$ cat src/rtl/if_neuron_sequencer.sv
// Sequencer for one integrate-and-fire neuron update:
// read voltage, load, stream N beats, fire, write back and emit the spike event.
module if_neuron_sequencer #(
    parameter int N_INPUTS = 16,
    parameter int IDX_W    = 8
) (
    input  logic             clk,
    input  logic             rst_n,
    input  logic             start,
    input  logic [IDX_W-1:0] neuron_idx,
    input  logic             arithm_mode,
    output logic             busy,
    output logic             done,
    input  logic             beat_valid,
    output logic             beat_ready,
    input  logic [7:0]       beat_act,
    input  logic [7:0]       beat_wt,
    input  logic [15:0]      beat_diff,
    output logic             vmem_rd_en,
    output logic             vmem_wr_en,
    output logic [IDX_W-1:0] vmem_addr,
    input  logic [15:0]      vmem_rd_data,
    output logic [15:0]      vmem_wr_data,
    output logic [7:0]       n_activation,
    output logic [7:0]       n_weight,
    output logic [15:0]      n_diff,
    output logic [15:0]      n_input_mem_vol,
    output logic             n_load_en,
    output logic             n_input_valid,
    output logic             n_output_en,
    output logic             n_arithm,
    input  logic [15:0]      n_out_mem_vol,
    input  logic             n_spike_out,
    output logic             spike_valid,
    output logic [IDX_W-1:0] spike_idx,
    output logic [2:0]       state_dbg
);

    // Handshake: a beat moves when beat_valid and beat_ready are both high at
    // the rising edge; beat_ready is asserted only in STREAM, so beats that
    // arrive in any other state stay in the FIFO.

    typedef enum logic [2:0] {
        S_IDLE   = 3'd0,
        S_RD     = 3'd1,
        S_LOAD   = 3'd2,
        S_STREAM = 3'd3,
        S_FIRE   = 3'd4,
        S_WB     = 3'd5
    } state_t;

    localparam logic [7:0] LAST_BEAT = 8'(N_INPUTS);

    state_t           state_q;
    state_t           state_d;
    logic [IDX_W-1:0] idx_q;
    logic             mode_q;
    logic [7:0]       cnt_q;
    logic             beat_hs;

    assign beat_hs = (state_q == S_STREAM) && beat_valid;

    always_ff @(posedge clk or negedge rst_n) begin
        if (!rst_n) begin
            state_q <= S_IDLE;
            idx_q   <= '0;
            mode_q  <= 1'b0;
            cnt_q   <= 8'd0;
        end else begin
            state_q <= state_d;
            if (state_q == S_IDLE && start) begin
                idx_q  <= neuron_idx;
                mode_q <= arithm_mode;
            end
            if (state_q == S_LOAD) begin
                cnt_q <= 8'd0;
            end else if (beat_hs) begin
                cnt_q <= cnt_q + 8'd1;
            end
        end
    end

    always_comb begin
        state_d = state_q;
        case (state_q)
            S_IDLE:   if (start) state_d = S_RD;
            S_RD:     state_d = S_LOAD;
            S_LOAD:   state_d = S_STREAM;
            // The final handshake goes straight to FIRE, which covers N_INPUTS=1.
            S_STREAM: if (beat_hs && (cnt_q + 8'd1 == LAST_BEAT)) state_d = S_FIRE;
            S_FIRE:   state_d = S_WB;
            S_WB:     state_d = S_IDLE;
            default:  state_d = S_IDLE;
        endcase
    end

    always_comb begin
        busy          = 1'b0;
        done          = 1'b0;
        beat_ready    = 1'b0;
        vmem_rd_en    = 1'b0;
        vmem_wr_en    = 1'b0;
        vmem_wr_data  = 16'd0;
        n_load_en     = 1'b0;
        n_input_valid = 1'b0;
        n_output_en   = 1'b0;
        n_arithm      = 1'b0;
        spike_valid   = 1'b0;
        case (state_q)
            S_RD: begin
                busy       = 1'b1;
                vmem_rd_en = 1'b1;
            end
            S_LOAD: begin
                busy      = 1'b1;
                n_load_en = 1'b1;
                n_arithm  = mode_q;
            end
            S_STREAM: begin
                busy          = 1'b1;
                beat_ready    = 1'b1;
                n_input_valid = beat_valid;
                n_arithm      = mode_q;
            end
            S_FIRE: begin
                busy        = 1'b1;
                n_output_en = 1'b1;
                n_arithm    = mode_q;
            end
            S_WB: begin
                busy         = 1'b1;
                done         = 1'b1;
                vmem_wr_en   = 1'b1;
                vmem_wr_data = n_out_mem_vol;
                spike_valid  = n_spike_out;
            end
            default: begin
                busy = 1'b0;
            end
        endcase
    end

    assign vmem_addr       = idx_q;
    assign spike_idx       = idx_q;
    assign n_activation    = beat_act;
    assign n_weight        = beat_wt;
    assign n_diff          = beat_diff;
    assign n_input_mem_vol = vmem_rd_data;
    assign state_dbg       = state_q;

endmodule

$ cat config.mk
export PLATFORM = sky130hd
export DESIGN_NAME = if_neuron_sequencer
export DESIGN_NICKNAME = d
export VERILOG_FILES = /design/src/rtl/if_neuron_sequencer.sv
export SDC_FILE = /design/constraint.sdc
export NUM_CORES = 1
export LEC_CHECK = 0
export ABC_AREA = 1
export BUFFER_PORTS_ARGS = -buffer_cell sky130_fd_sc_hd__buf_2
export CAP_MARGIN = 20
export CORE_MARGIN = 8
export CORE_UTILIZATION = 32
export CTS_BUF_LIST = sky130_fd_sc_hd__clkbuf_8 sky130_fd_sc_hd__clkbuf_16
export DETAILED_ROUTE_END_ITERATION = 12
export GPL_TIMING_DRIVEN = 0
export PLACE_DENSITY = 0.77
export SYNTH_ARGS = -nofsm -noshare
export SYNTH_HDL_FRONTEND = slang
export SYNTH_SLANG_ARGS = --single-unit
$ cat constraint.sdc
create_clock -name clk -period 1.4 [get_ports clk]
set_clock_uncertainty 0.05 [all_clocks]
set_input_delay 0.28 -clock clk [delete_from_list [all_inputs] [get_ports clk]]
set_output_delay 0.28 -clock clk [all_outputs]
set_load 0.01 [all_outputs]
## Word level (Yosys, flattened, before mapping)

Cells that the tools add are included.

| word-level totals | value |
|---|---|
| register bits after elaboration | 20 |
| logic and storage cells | 36 |
| bits of input ports | 78 |
| output and inout bits | 93 |

| operators by class | value |
|---|---|
| $add $sub $neg | 1 |
| reductions and logical operators | 8 |
| muxes and demuxes | 15 |
| equal/unequal tests | 8 |

Operators by type and width:

| cell | number |
|---|---|
| 16-bit 2-to-1 mux | 1 |
| 8-bit 2-to-1 mux | 2 |
| 3-bit one-hot mux with 5 select lines | 1 |
| 1-bit 2-to-1 mux | 9 |
| 8-bit by 1-bit adder with 8-bit output, second input constant | 1 |
| 8-bit by 5-bit equality test with 1-bit output, second input constant | 1 |
| 3-bit by 2-bit equality test with 1-bit output, second input constant | 2 |
| 3-bit equality test, second input constant | 2 |
| 3-bit 2-to-1 mux | 2 |
| 5-bit OR reduction | 1 |
| 3-bit by 1-bit equality test with 1-bit output, second input constant | 1 |
| 1-bit logical AND | 3 |
| 3-bit logical NOT | 1 |
| 3-bit OR reduction | 1 |
| 2-bit by 1-bit inequality test with 1-bit output, second input constant | 1 |
| 2-bit inequality test, second input constant | 1 |
| 2-bit AND reduction | 1 |
| 2-bit nonzero test | 1 |

## Depth between registers and ports, before layout

Gate-level depths: netlist of the first run.

| depth | value |
|---|---|
| depth in word-level cells | 5 |
| gate-level depth with buffers | 11 |
| gate-level depth less buffers | 11 |

## Worst setup path before layout of the first run

No wires, ideal clock.

| path | value |
|---|---|
| kind | register to output |
| start point | register state_q[1] (netlist: state_dbg[1]) |
| end point | output port vmem_wr_data[10] |
| data required time | 1.070 ns |
| setup slack | -0.282 ns |
| stages on the path, launching flop included | 7 |
| buffers on the path | 1 |
| data arrival time | 1.352 ns |
| cell sequence | dfrtp_1 inv_1 nand2_1 nor2_1 inv_2 buf_2 nor2_1 |

| between the ends | value |
|---|---|
| word-level cells in the longest chain between the ends | 2 |

Ends and longest elaborated chain:

| item | RTL line | text |
|---|---|---|
| start: declaration | 54 | `state_t state_q;` |
| start signal: assignment | 70 | `state_q <= state_d;` |
| 3-bit equality test | 109 | `case (state_q)` |
| 16-bit 2-to-1 mux | 109 |  |
| end: declaration | 23 | `output logic [15:0] vmem_wr_data,` |

Every way passes these cells.

## Worst setup path after layout of the first run

| path | value |
|---|---|
| start point | register state_q[1] (netlist: state_dbg[1]) |
| end point | output port vmem_wr_data[4] |

Same word-level chain as after synthesis.

==> run summary, run 1 <==
The combined area of all synthesized cells came out at 1650 um2. Setup repair after global routing could not meet its margin everywhere. The setup slack after layout is -0.327 ns.

From bottom edge to top edge, the die measures 87.8 um. The run finished, with violations left. Data on the critical path is required at its endpoint by 1.07 ns. The pin count of the biggest net entering global routing is 21. The initial antenna violation count is 0. The flip-flop and latch area came out at 503 um2. The number of detailed-routing iterations run before antenna repair is 4. Measured against its own limit, the worst slew margin works out to 0.694. The final-report max-slew violation count is 0. The cell area after placement is ~2500 um2. The average footprint of a synthesized cell is 7.59 um2. Timing would allow up to 579 MHz. The synthesized instance count came out at 217. The smallest clock period supported by the final layout is computed as roughly 1.7 ns.

The multi-input combinational cells in the finished layout cover a total of between 800 and 900 um2. The global-route wire length before repair is around 9000 um. The total nets after synthesis came out at 297.

The worst hold path passes through 2 cells. The number of sinks driven by the clock tree is 20. The x dimension of the die is 87.8 um.

The number of hold violations in the final report is 0. The startpoint identified for the worst hold timing path is neuron_idx[4]. The via count of the first global-routing pass came to around 1800. The initial DRC count is 29. For the pin with the worst max-slew slack, the measured transition is 0.459 ns.

The tool flagged a number of max-cap violations equal to 0. The register-to-register path setup slack came out at -0.17 ns. The CTS tree is built. In this run the worst hold path is classified as primary input to flip-flop. In this run, distinct cell masters in the synthesized netlist total 24. The worst-case IR drop observed on VDD is 1280 uV. In this run the core area contains 26 standard-cell rows. Counting the buffers created by CTS gives 3. dfrtp_1 takes more of the synthesized area than any other cell. The final RePlAce weighted congestion is ~0.80. Across every metal layer, demand over resource in global routing totals 0.142. The worst register-to-register path begins at state_dbg[2]. The share of synthesized area in the top cell type comes to 0.304. The initial utilization of the core area, before any placement, comes to 0.327.

The worst reg-to-reg path cell count came out at 10. The mean number of vias per cell came out at about 4.1. After floorplanning, the core was sized to cover 5040 um2. At the end of the flow the core is filled with cells to 0.606. Detailed placement ended at an HPWL of a little under 5000 um.

Yosys attributes the largest share of cell area to dfrtp_1 30%, buf_4 26%, inv_1 9.1%, mux2_2 6.2%, nor2_1 6.2%. The critical-path maximum fanout is 7. The deepest level of the CTS H-tree is 1. The floorplan step defined a die boundary enclosing just under 8000 um2. The clock latency reported for the late side of the worst-skew pair is 0.27 ns. Clock-pin slew was measured on the worst setup and hold paths at 0.08 ns. The worst hold-check slack came out at 0.190 ns.

The final wirelength is 6460 um. The endpoint of the worst register-to-register path is state_dbg[1]. The cell area after layout is 3060 um2. The number of antenna cells inserted is 0. The checks that failed: setup timing.

The overall overflow remaining after global route is 0. Counting the fill cells in the layout gives 409. In this run the power density over the cells is 1470 nW/um2. The count of nets left with antenna violations after detail routing came out at 0. During synthesis, Yosys emitted a total of 0 warnings. The count of input and output buffers came out at 122.

The worst setup path is captured at a primary output. The data arrival time of the critical path is 1.40 ns. The layout net count came out at 450.

The root cell of the clock tree is clkbuf_8. The area growth from synthesis to layout is 85.4%. around 170 I/O pins were placed.

The maximum clock insertion buffer count is 2. The residual DRC count is 0. STA classifies the critical path startpoint as a flip-flop.

The count of endpoints failing setup in the final report is 46. The final route contains between 1500 and 2000 vias. The standby leakage power came out at 1.72 nW. The share of the cycle needed by the critical path after routing came out at 1.23. The type of the worst setup path is flip-flop to primary output.

Of the synthesized area, sequential elements account for 0.304. Of the cells placed in the final design, the portion with a size suffix greater than 1 is 0.748. The synthesis-stage register bit count came out at 20. The worst hold path terminates at spike_idx[4]. After detailed routing, the average wire length per cell comes to 14.7 um.
## placed cells by master (no fill, tap or decap), types with 2 or more instances in the layout
master    Yosys  layout
dfrtp_2       0       2
nand4_1       2       2
o21bai_1      2       2
nor2_2        3       8
nand2_2       6       4
mux2_2        9       9
o21ai_2       0       5
nand2_1      25      22
nand2_4       0       5
buf_2         1     103
inv_2         2       3
inv_4         0       3
nor2_1       27       4
buf_6         0      25
buf_4        57      73
nand3_1       6       5
dfrtp_1      20      18
nand3_2       1       2
inv_1        40      35
nor2_4        1      19
clkbuf_8      0       3
## repair_timing
item                                    in CTS  in global routing
endpoints found under the hold margin       20                  0
hold buffers                                 1                  0
endpoints found under the setup margin      45                 46
pin swaps                                    5                 11
gates cloned                                 2                  0
resized for setup                           38                 41
setup buffers                               18                  6
## synth_stat cells
cell type  instances
buf_4             57
inv_1             40
nor2_1            27
nand2_1           25
dfrtp_1           20
mux2_2             9
nand2_2            6
nand3_1            6
o21ai_0            5
nor2_2             3
ha_1               2
inv_2              2
nand4_1            2
o21bai_1           2
o22ai_1            2
a21oi_1            1
buf_2              1
nand3_2            1
nand3_4            1
nand3b_1           1
nor2_4             1
nor2_8             1
o21a_1             1
o21ai_1            1
## area by class of cell
| cell class | instances | area share |
|---|---|---|
| Clock buffer | 3 | 0.0135 |
| Tap cell | 70 | 0.0287 |
| Buffer | 58 | 0.147 |
| Multi-Input combinational cell | 98 | 0.264 |
| Inverter | 42 | 0.0553 |
| Timing Repair Buffer | 147 | 0.317 |
| Sequential cell | 20 | 0.165 |
| Clock inverter | 1 | 0.00983 |
## worst max path at each step
stage,to,startpoint,cells after the start
after global routing,vmem_wr_data[15],state_dbg[1],7
final,vmem_wr_data[4],state_dbg[1],7
after detailed placement,vmem_wr_data[6],state_dbg[1],7
after global placement,vmem_wr_data[8],state_dbg[1],7
after floorplan,vmem_wr_data[10],state_dbg[1],6
after CTS,vmem_wr_data[2],state_dbg[1],7
## stage by stage
| stage | setup TNS [ns] | total power, mW | worst slack (ns) | cells |
|---|---|---|---|---|
| after floorplan | -0.224 | 2.24 | -0.0224 | 217 |
| after global placement | -1.59 | 2.95 | -0.138 | 409 |
| after detailed placement | -2.06 | 2.99 | -0.155 | 409 |
| after CTS | -6.38 | 4.15 | -0.289 | 434 |
| after global routing | -11.59 | 4.77 | -0.385 | 439 |
| final | -8.88 | 4.50 | -0.327 | 439 |
## worst max-delay path, cell delays in order, from the launching register on
cell and delay [ns]:
dfrtp_2 0.43, inv_2 0.08, nand2_4 0.06, nor2_4 0.13, inv_4 0.07, buf_8 0.15
nor2_1 0.08, buf_2 0.13
## kinds of logic after synthesis
| family | synth area share |
|---|---|
| buffers and inverters | 0.358 |
| AND/OR/NAND/NOR | 0.219 |
| flip-flops | 0.304 |
| AO/OA/AOI/OAI | 0.0425 |
| multiplexers | 0.0615 |
| adder cells (fa/ha/maj) | 0.0152 |
## where the power goes
| part | total (mW) | switching (mW) | internal (mW) | leakage (nW) |
|---|---|---|---|---|
| combinational | 2.96 | 1.45 | 1.51 | 1.43 |
| sequential | 0.943 | 0.153 | 0.790 | 0.252 |
| clock | 0.594 | 0.211 | 0.382 | 0.0357 |
| total | 4.50 | 1.81 | 2.68 | 1.72 |
## metal layers
layer / global-route usage / routed length (um)
met4: 0.0578 / 153
met5: 0 / 0
met3: 0.0413 / 697
met1: 0.140 / 2090
met2: 0.269 / 3520
## state kept, by name, indices dropped and copies added, names as in the netlist
name and cells:
cnt_q 8, mode_q 1, spike_idx 8, state_dbg 3
No activity file was read; power rests on OpenSTA's default activity.
==> run 2: changes to the inputs <==
Settings changed: ABC_AREA 1 to 0, HOLD_SLACK_MARGIN from default to 0.02, PLACE_DENSITY 0.77 to 0.78.
==> run 2 against run 1 <==
  * The run still ends with setup timing left
  * Clock power down 22%
  * Global-route usage increased by 2.0 points
  * Critical path type is now flip-flop to flip-flop
  * Final cell count is 11% lower
  * Die area fell by 2.9%
==> run summary, run 2 <==
The number of filler cells placed in the layout is 400. The clock transition at the register clock pins on the worst setup and hold paths after CTS came out at 0.08 ns. After synthesis, the cell types taking the most area are dfrtp_1 31%, buf_4 27%, and2_1 7.5%, mux2_2 6.4%, o21ai_0 3.8%. The count of cell instances traversed by the critical path came out at 7.

The mean number of vias per cell is about 4.4. The average footprint of a synthesized cell came out at 9.13 um2. The final wirelength came out at 6980 um. The final-report max-slew violation count came out at 0.

The endpoint required time on the critical path came out at 1.51 ns. The cell class contributing the biggest share of worst-path delay is simple AND/OR/NAND/NOR gates. The synthesized instance count came out at 174.

The critical path is of the flip-flop to flip-flop type. The number of top-level pins came out at ~170. The via count of the routed design came out at 1738. The count of nets left with antenna violations after detail routing is 0. The run finished, with violations left. The worst setup path is captured at a flip-flop. The initial antenna violation count came out at 0. The critical path ends at state_dbg[1]. The register share of total power came out at 0.260. The count of input and output buffers is ~120. Across all hold checks on the routed design, the worst slack comes to between 0.15 and 0.2 ns. At the pin with the least slew margin, the transition time is approximately 0.47 ns. The count of yosys warnings during synthesis came out at 0. The CTS buffer count is 3. Yosys instantiated no cell more often than buf_4. The initial utilization of the core area, before any placement, comes to 0.334. Entering global routing, the biggest net connects 21 pins. The count of endpoints failing setup in the final report came out at 46. The most used flip-flop cell after synthesis is dfrtp_1.

The net switching power figure came out at approximately 1.4 mW. The root buffer cell chosen for the clock tree is clkbuf_8. The cell area after layout is 2970 um2. The netlist uses 35 different library cells. The post-synthesis cell type with the largest combined area is dfrtp_1. The via count of the first global-routing pass is about 1800. The combinational family with the most area after synthesis is buffers and inverters. The cell area after placement is 2340 um2. The critical-path maximum fanout came out at 6.

Dividing the detail-routed wire length by the instance count gives 17.8 um. Synthesis inferred 20 register bits. The vertical die dimension is 86.5 um. The final critical-path required period is 1.98 ns. The relative slew slack is 0.690. The register-to-register path setup slack is -0.58 ns. The setup slack after layout came out at -0.576 ns.

The highest cell delay on the worst timing path is between 0.4 and 0.5 ns. The detailed router finished its first iteration with 36 violations. The area share of the largest cell type after synthesis came out at 0.315.

The number of sinks driven by the clock tree came out at 20. The flip-flop and latch area is roughly 510 um2. In this run the number of H-tree levels came out at 1.

By count the netlist is led by 57 x buf_4, 20 x dfrtp_1, 19 x and2_1, 12 x o21ai_0, 9 x mux2_2. The clock network fraction of design power came out at 0.124. The share of final-layout standard cells stronger than drive strength 1 came out at 0.828. The most critical setup path has its startpoint at cnt_q[0]. The share of total power dissipated in combinational logic is 0.616.

The clock latency reported for the late side of the worst-skew pair came out at 0.27 ns. The compound-gate portion of the synthesized area came out at 0.0827. Of the total synthesized cell area, the portion taken by XOR and XNOR cells is 0.0220. The slowest stage of the critical path is the or4_4 cell. The share of synthesized cell area in and, or, nand and nor gates is 0.193.

The mux cell area share after synthesis is 0.0638. The power density over cell area came out at 1260 nW/um2. The floorplan step set the die width to 86.5 um. The total half-perimeter wirelength after legalization and detailed placement came out at 4970 um. The number of flops mapped to enable cells by yosys came out at 0.

The share of the cycle needed by the critical path after routing came out at 1.41. The fraction of synthesis flops using an asynchronous set or reset pin came out at 1.00. The floorplan step defined a die boundary enclosing approximately 7500 um2.

Setup repair after global routing could not meet its margin everywhere. The floorplan has 25 rows. The worst register-to-register path begins at cnt_q[0].

TritonCTS built the clock tree. The final reports fail on setup timing. Data on the critical path arrives at its endpoint at roughly 2.1 ns.

The overall overflow remaining after global route came out at 0. The number of hold violations in the final report is 0. The placeable core region came out at about 4800 um2. The adder-cell share of the synthesized area came out at 0.0157. The internal portion of total power came out at 2.33 mW. The standby leakage power is 1.61 nW. The count of buffer and inverter cells on the critical path came out at 1. In this run the critical register-to-register path is captured at state_dbg[1]. In this run the cell area of the synthesized design comes to 1590 um2.

The critical path startpoint category is a flip-flop. Traced cell by cell, the critical path runs through ha_2 -> buf_6 -> nand3_2 -> xor2_1 -> nand3b_1 -> or4_4 -> a211o_1. For this run, the detailed router's first-pass iteration total came to 4. In the global route stage, overall resource usage came out at 0.162. The most frequent standard cell in the layout excluding fill and tap cells is buf_2. The worst-case vdd ir drop is 1030 uV.

The total nets after synthesis came out at 254. In the layout the commonest cells are 100 x buf_2, 70 x buf_4, 37 x buf_6. The global-route wire length before repair is ~10000 um. The area occupied by multi-input gates came out at 769 um2. Max-cap violations in this run came to 0. The number of antenna cells inserted is 0. The share of the Yosys chip area taken by registers is 0.315. The final RePlAce weighted congestion came out at 0.849. The worst hold path belongs to the class primary input to flip-flop. The worst reg-to-reg path cell count is 7. The area growth from synthesis to layout came out at 86.7%. The clock passes through at most 2 buffers.

For this run, design rule violations remaining after detail routing come to 0. The layout net count came out at 406. The top achievable clock speed came out at 506 MHz. Of the total power, the share spent switching nets is 0.377.
run 2: worst register-to-register path, delay by kind of cell (launching register included):
family	cells	cell delay, ns
buffers and inverters	1	0.11
and+or+nand+nor	3	0.66
xor gates and xnor gates	1	0.17
AOI/OAI and AO/OA	1	0.27
DFF	1	0.41
adders and majority gates	1	0.20
run 2: how the worst min path moves through the flow:
stage                        from           end  slack (ns)  cells past startpoint
finish              neuron_idx[2]  spike_idx[2]        0.19                      2
detailed placement          rst_n      cnt_q[7]        0.21                      1
global route        neuron_idx[2]  spike_idx[2]        0.19                      2
floorplan                   rst_n      cnt_q[0]       -0.07                      0
CTS                   arithm_mode        mode_q        0.19                      2
global placement            rst_n      cnt_q[7]        0.21                      1
run 2: per-stage QoR:
step	setup WS (ns)	setup TNS (ns)	total power, mW	utilization	std cells
5_1_grt	-0.640	-14.10	3.97	0.624	392
3_5_place_dp	-0.615	-8.37	2.61	0.493	363
3_3_place_gp	-0.604	-7.83	2.58	0.493	363
4_1_cts	-0.556	-13.73	3.65	0.587	386
2_1_floorplan	-0.533	-4.56	1.97	-	174
6_report	-0.576	-12.17	3.73	0.624	392
run 2: timing repair:
item / in CTS / in global routing
gates cloned: 0 / 2
pin swaps: 9 / 15
resized for setup: 68 / 34
endpoints found under the setup margin: 44 / 46
buffers inserted: 21 / 8
hold buffers: 1 / 0
hold endpoints to repair: 20 / 0
run 2: logic make-up (layout without fill, tap and decap cells):
kind of cell | count (synthesis) | count (layout)
AOI/OAI and AO/OA | 22 | 22
xor gates and xnor gates | 4 | 4
adders and majority gates | 2 | 2
buffers and inverters | 67 | 218
DFF | 20 | 20
muxes | 9 | 9
and+or+nand+nor | 50 | 50
run 2: power groups by stage:
| stage | Combinational (mW) | Clock [mW] | Sequential (mW) |
|---|---|---|---|
| finish | 2.30 | 0.463 | 0.969 |
| floorplan | 0.988 | 0 | 0.986 |
| detailed placement | 1.66 | 0 | 0.946 |
| global route | 2.48 | 0.493 | 1.00 |
| global placement | 1.64 | 0 | 0.938 |
| CTS | 2.21 | 0.471 | 0.972 |
run 2: final cells by class:
| type | instances | area share |
|---|---|---|
| well taps | 67 | 0.0283 |
| repair buffers | 151 | 0.349 |
| plain buffers | 61 | 0.168 |
| flip-flops and latches | 20 | 0.170 |
| inverters | 2 | 0.00675 |
| multi-input cells | 87 | 0.259 |
| clock buffers | 4 | 0.0186 |
run 2: layer usage:
metal / share of wire / wire, um / global-route usage
met1: 0.33 / 2300 / 0.158
met2: 0.56 / 3940 / 0.323
met3: 0.087 / 609 / 0.0444
met4: 0.019 / 131 / 0.0407
met5: 0 / 0 / 0
==> run 3: changes to the inputs <==
Settings changed: CORE_UTILIZATION 32 to 35, PLACE_DENSITY 0.78 to 0.81, REMOVE_ABC_BUFFERS from default to 1.
Clock period 1.4 ns to 2.25 ns, I/O delays scaled along.
==> run 3 against run 2 <==
  * Largest power group unchanged
  * Final cell count fell by 39%
  * Total power fell by 57%
  * The run now ends clean
  * Setup slack improved by 0.70 ns
  * Highest routed layer unchanged
==> run summary, run 3 (synthesized netlist as in run 2, its figures left out) <==
The share of final-layout standard cells stronger than drive strength 1 is 0.503. The global-route wire length before repair came out at 8170 um. Row generation in the floorplan step produced 24 rows. Setup repair after global routing left no endpoint under its margin. The endpoint identified for the worst register-to-register timing path is state_dbg[1]. At the pin with the least slew margin, the transition time is about 0.5 ns.

The count of input and output buffers is 74. The final RePlAce weighted congestion is 0.823. The clock transition at the register clock pins on the worst setup and hold paths after CTS is 0.08 ns.

Tracing the worst setup path back leads to its startpoint at state_dbg[1]. The worst setup path is captured at a primary output. After filler insertion, the fill cell instance count of the layout stands at 446. The number of sinks driven by the clock tree came out at 20. Data on the critical path is required at its endpoint by 1.75 ns. The root cell of the clock tree is clkbuf_8.

The worst setup path endpoint is vmem_wr_data[5]. The number of top-level pins came out at 171. After routing the design area is 1610 um2. The register-to-register path setup slack came out at 0.17 ns. The starting utilization of the core area came out at 0.365. The CTS tree is built. Summing all multi-input logic gate instances after layout gives 602 um2. The placeable core region is 4350 um2. The total routing usage reported by global routing came out at 0.158. Setup total negative slack on the finished layout was measured at 0 ns.

The pre-CTS setup slack is 0.0857 ns. Global routing finished with a remaining overflow of 0. In the routed design, unresolved DRC markers number 0. The run finished with clean final reports. In this run the worst hold path is classified as primary input to asynchronous set/reset pin. The via count of the routed design came out at 1239.

For the worst flop-to-flop path, the logic depth is 6. For this design, the CTS-stage hold fixing added 0 buffers. The CTS buffer count is 3. The initial antenna violation count is 0. Leaving out fill and tap cells, the most frequent cell in the layout is buf_2.

The critical-path maximum fanout is 19. The share of the cycle needed by the critical path after routing is 0.946. The critical path startpoint category is a flip-flop. The maximum clock insertion buffer count came out at 2. Dividing the detail-routed wire length by the instance count gives 24.4 um. For this design the ratio of total power to cell area is 996 nW/um2.

The via count of the first global-routing pass is 1261. The beginning of the worst register-to-register path is cnt_q[0]. The final critical-path required period is 2.13 ns. The flip-flop and latch area came out at 500 um2. The area growth from synthesis to layout is 1.02%.

For this block, the initial DRC count from the detailed router was 68. The top achievable clock speed is 470 MHz. The number of hold violations in the final report came out at 0. The relative slew slack is 0.668.

The number of maximum-capacitance violations came out at 0. The type of the worst setup path is flip-flop to primary output. The detail route stage leaves a number of antenna-violating nets equal to 0. After the last flow step, the layout net total stands at between 200 and 300. The deepest level of the CTS H-tree came out at 1.

For this run, the detailed router's first-pass iteration total came to 4. The count of endpoints failing setup in the final report is 0. The setup slack after layout came out at 0.122 ns. Data arrives at the worst endpoint at 1.63 ns. The number of antenna cells inserted came out at 0. In the routed layout, each cell is associated on average with a via count of about 5.2. The vertical die dimension is 83.4 um. The final wirelength came out at between 5000 and 6000 um. The design draws 1.60 mW. The count of non-filler cells in the finished layout is around 240.

After detailed placement, the design holds a cell count of 235. The x dimension of the die came out at around 83 um. Detailed placement ended at an HPWL of 5000 um. The final-report max-slew violation count came to 0. The standby leakage power is roughly 0.86 nW. Entering global routing, the biggest net connects 21 pins. Clock latency on the worst-skew pair, taken at its later pin, is 0.26 ns. The overall die area is between 6000 and 7000 um2. In the layout the commonest cells are 74 x buf_2, 20 x dfrtp_1, 19 x and2_1. The cell area after placement came out at around 1500 um2. The worst-case vdd ir drop came out at 634 uV.
## run 3: cell types whose count changed in the layout (fill, tap and decap cells not counted), moves of 3 or more
cell     previous run  this run
buf_4              70         0
buf_6              37         0
buf_2             100        74
and2_1              0        19
and2_4             19         0
o21ai_0             0        12
mux2_2              0         9
mux2_4              9         0
o21ai_1             9         0
dfrtp_1            16        20
dfrtp_2             4         0
o21ai_2             3         0
## run 3: worst min path at each step
stage | cells after the start | from | slack [ns] | end
final | 1 | rst_n | 0.10 | spike_idx[1]
after global routing | 1 | rst_n | 0.13 | spike_idx[1]
after CTS | 1 | rst_n | 0.11 | cnt_q[0]
after detailed placement | 1 | rst_n | 0.39 | cnt_q[0]
after global placement | 1 | rst_n | 0.38 | spike_idx[7]
after floorplan | 0 | rst_n | 0.10 | cnt_q[0]
## run 3: through the flow
step,util,hold slack [ns]
after global placement,0.355,0.384
after CTS,0.368,0.108
after global routing,0.369,0.128
after floorplan,-,0.104
after detailed placement,0.355,0.393
final,0.369,0.101
## run 3: cell type report
class,instances,share of cell area
tap,52,0.0405
clock buffer,4,0.0343
timing repair buffer,74,0.231
multi-input combinational,87,0.375
sequential,20,0.312
inverter,2,0.00779
## run 3: per-layer routing
layer	wire length (um)	track usage	vias to the layer above
li1	-	-	543
met1	2180	0.166	565
met2	2260	0.211	127
met3	1300	0.163	4
met4	95	0.0367	0
met5	0	0.0303	-
## run 3: where the power goes
part | internal, mW | total (mW) | switching [mW]
Clock | 0.156 | 0.279 | 0.124
Combinational | 0.328 | 0.715 | 0.388
Sequential | 0.480 | 0.604 | 0.124
Total | 0.964 | 1.60 | 0.635
## run 3: worst max-delay path, cell delays in order, from the launching register on
cell and delay [ns]:
dfrtp_1 0.48, and3b_1 0.52, and2_1 0.20, buf_2 0.17
## run 3: repair_timing
action                                  4_1_cts  5_1_grt
buffers inserted                              0        0
endpoints found under the setup margin        0        1
endpoints found under the hold margin         0        0
gates resized for setup                       0        1
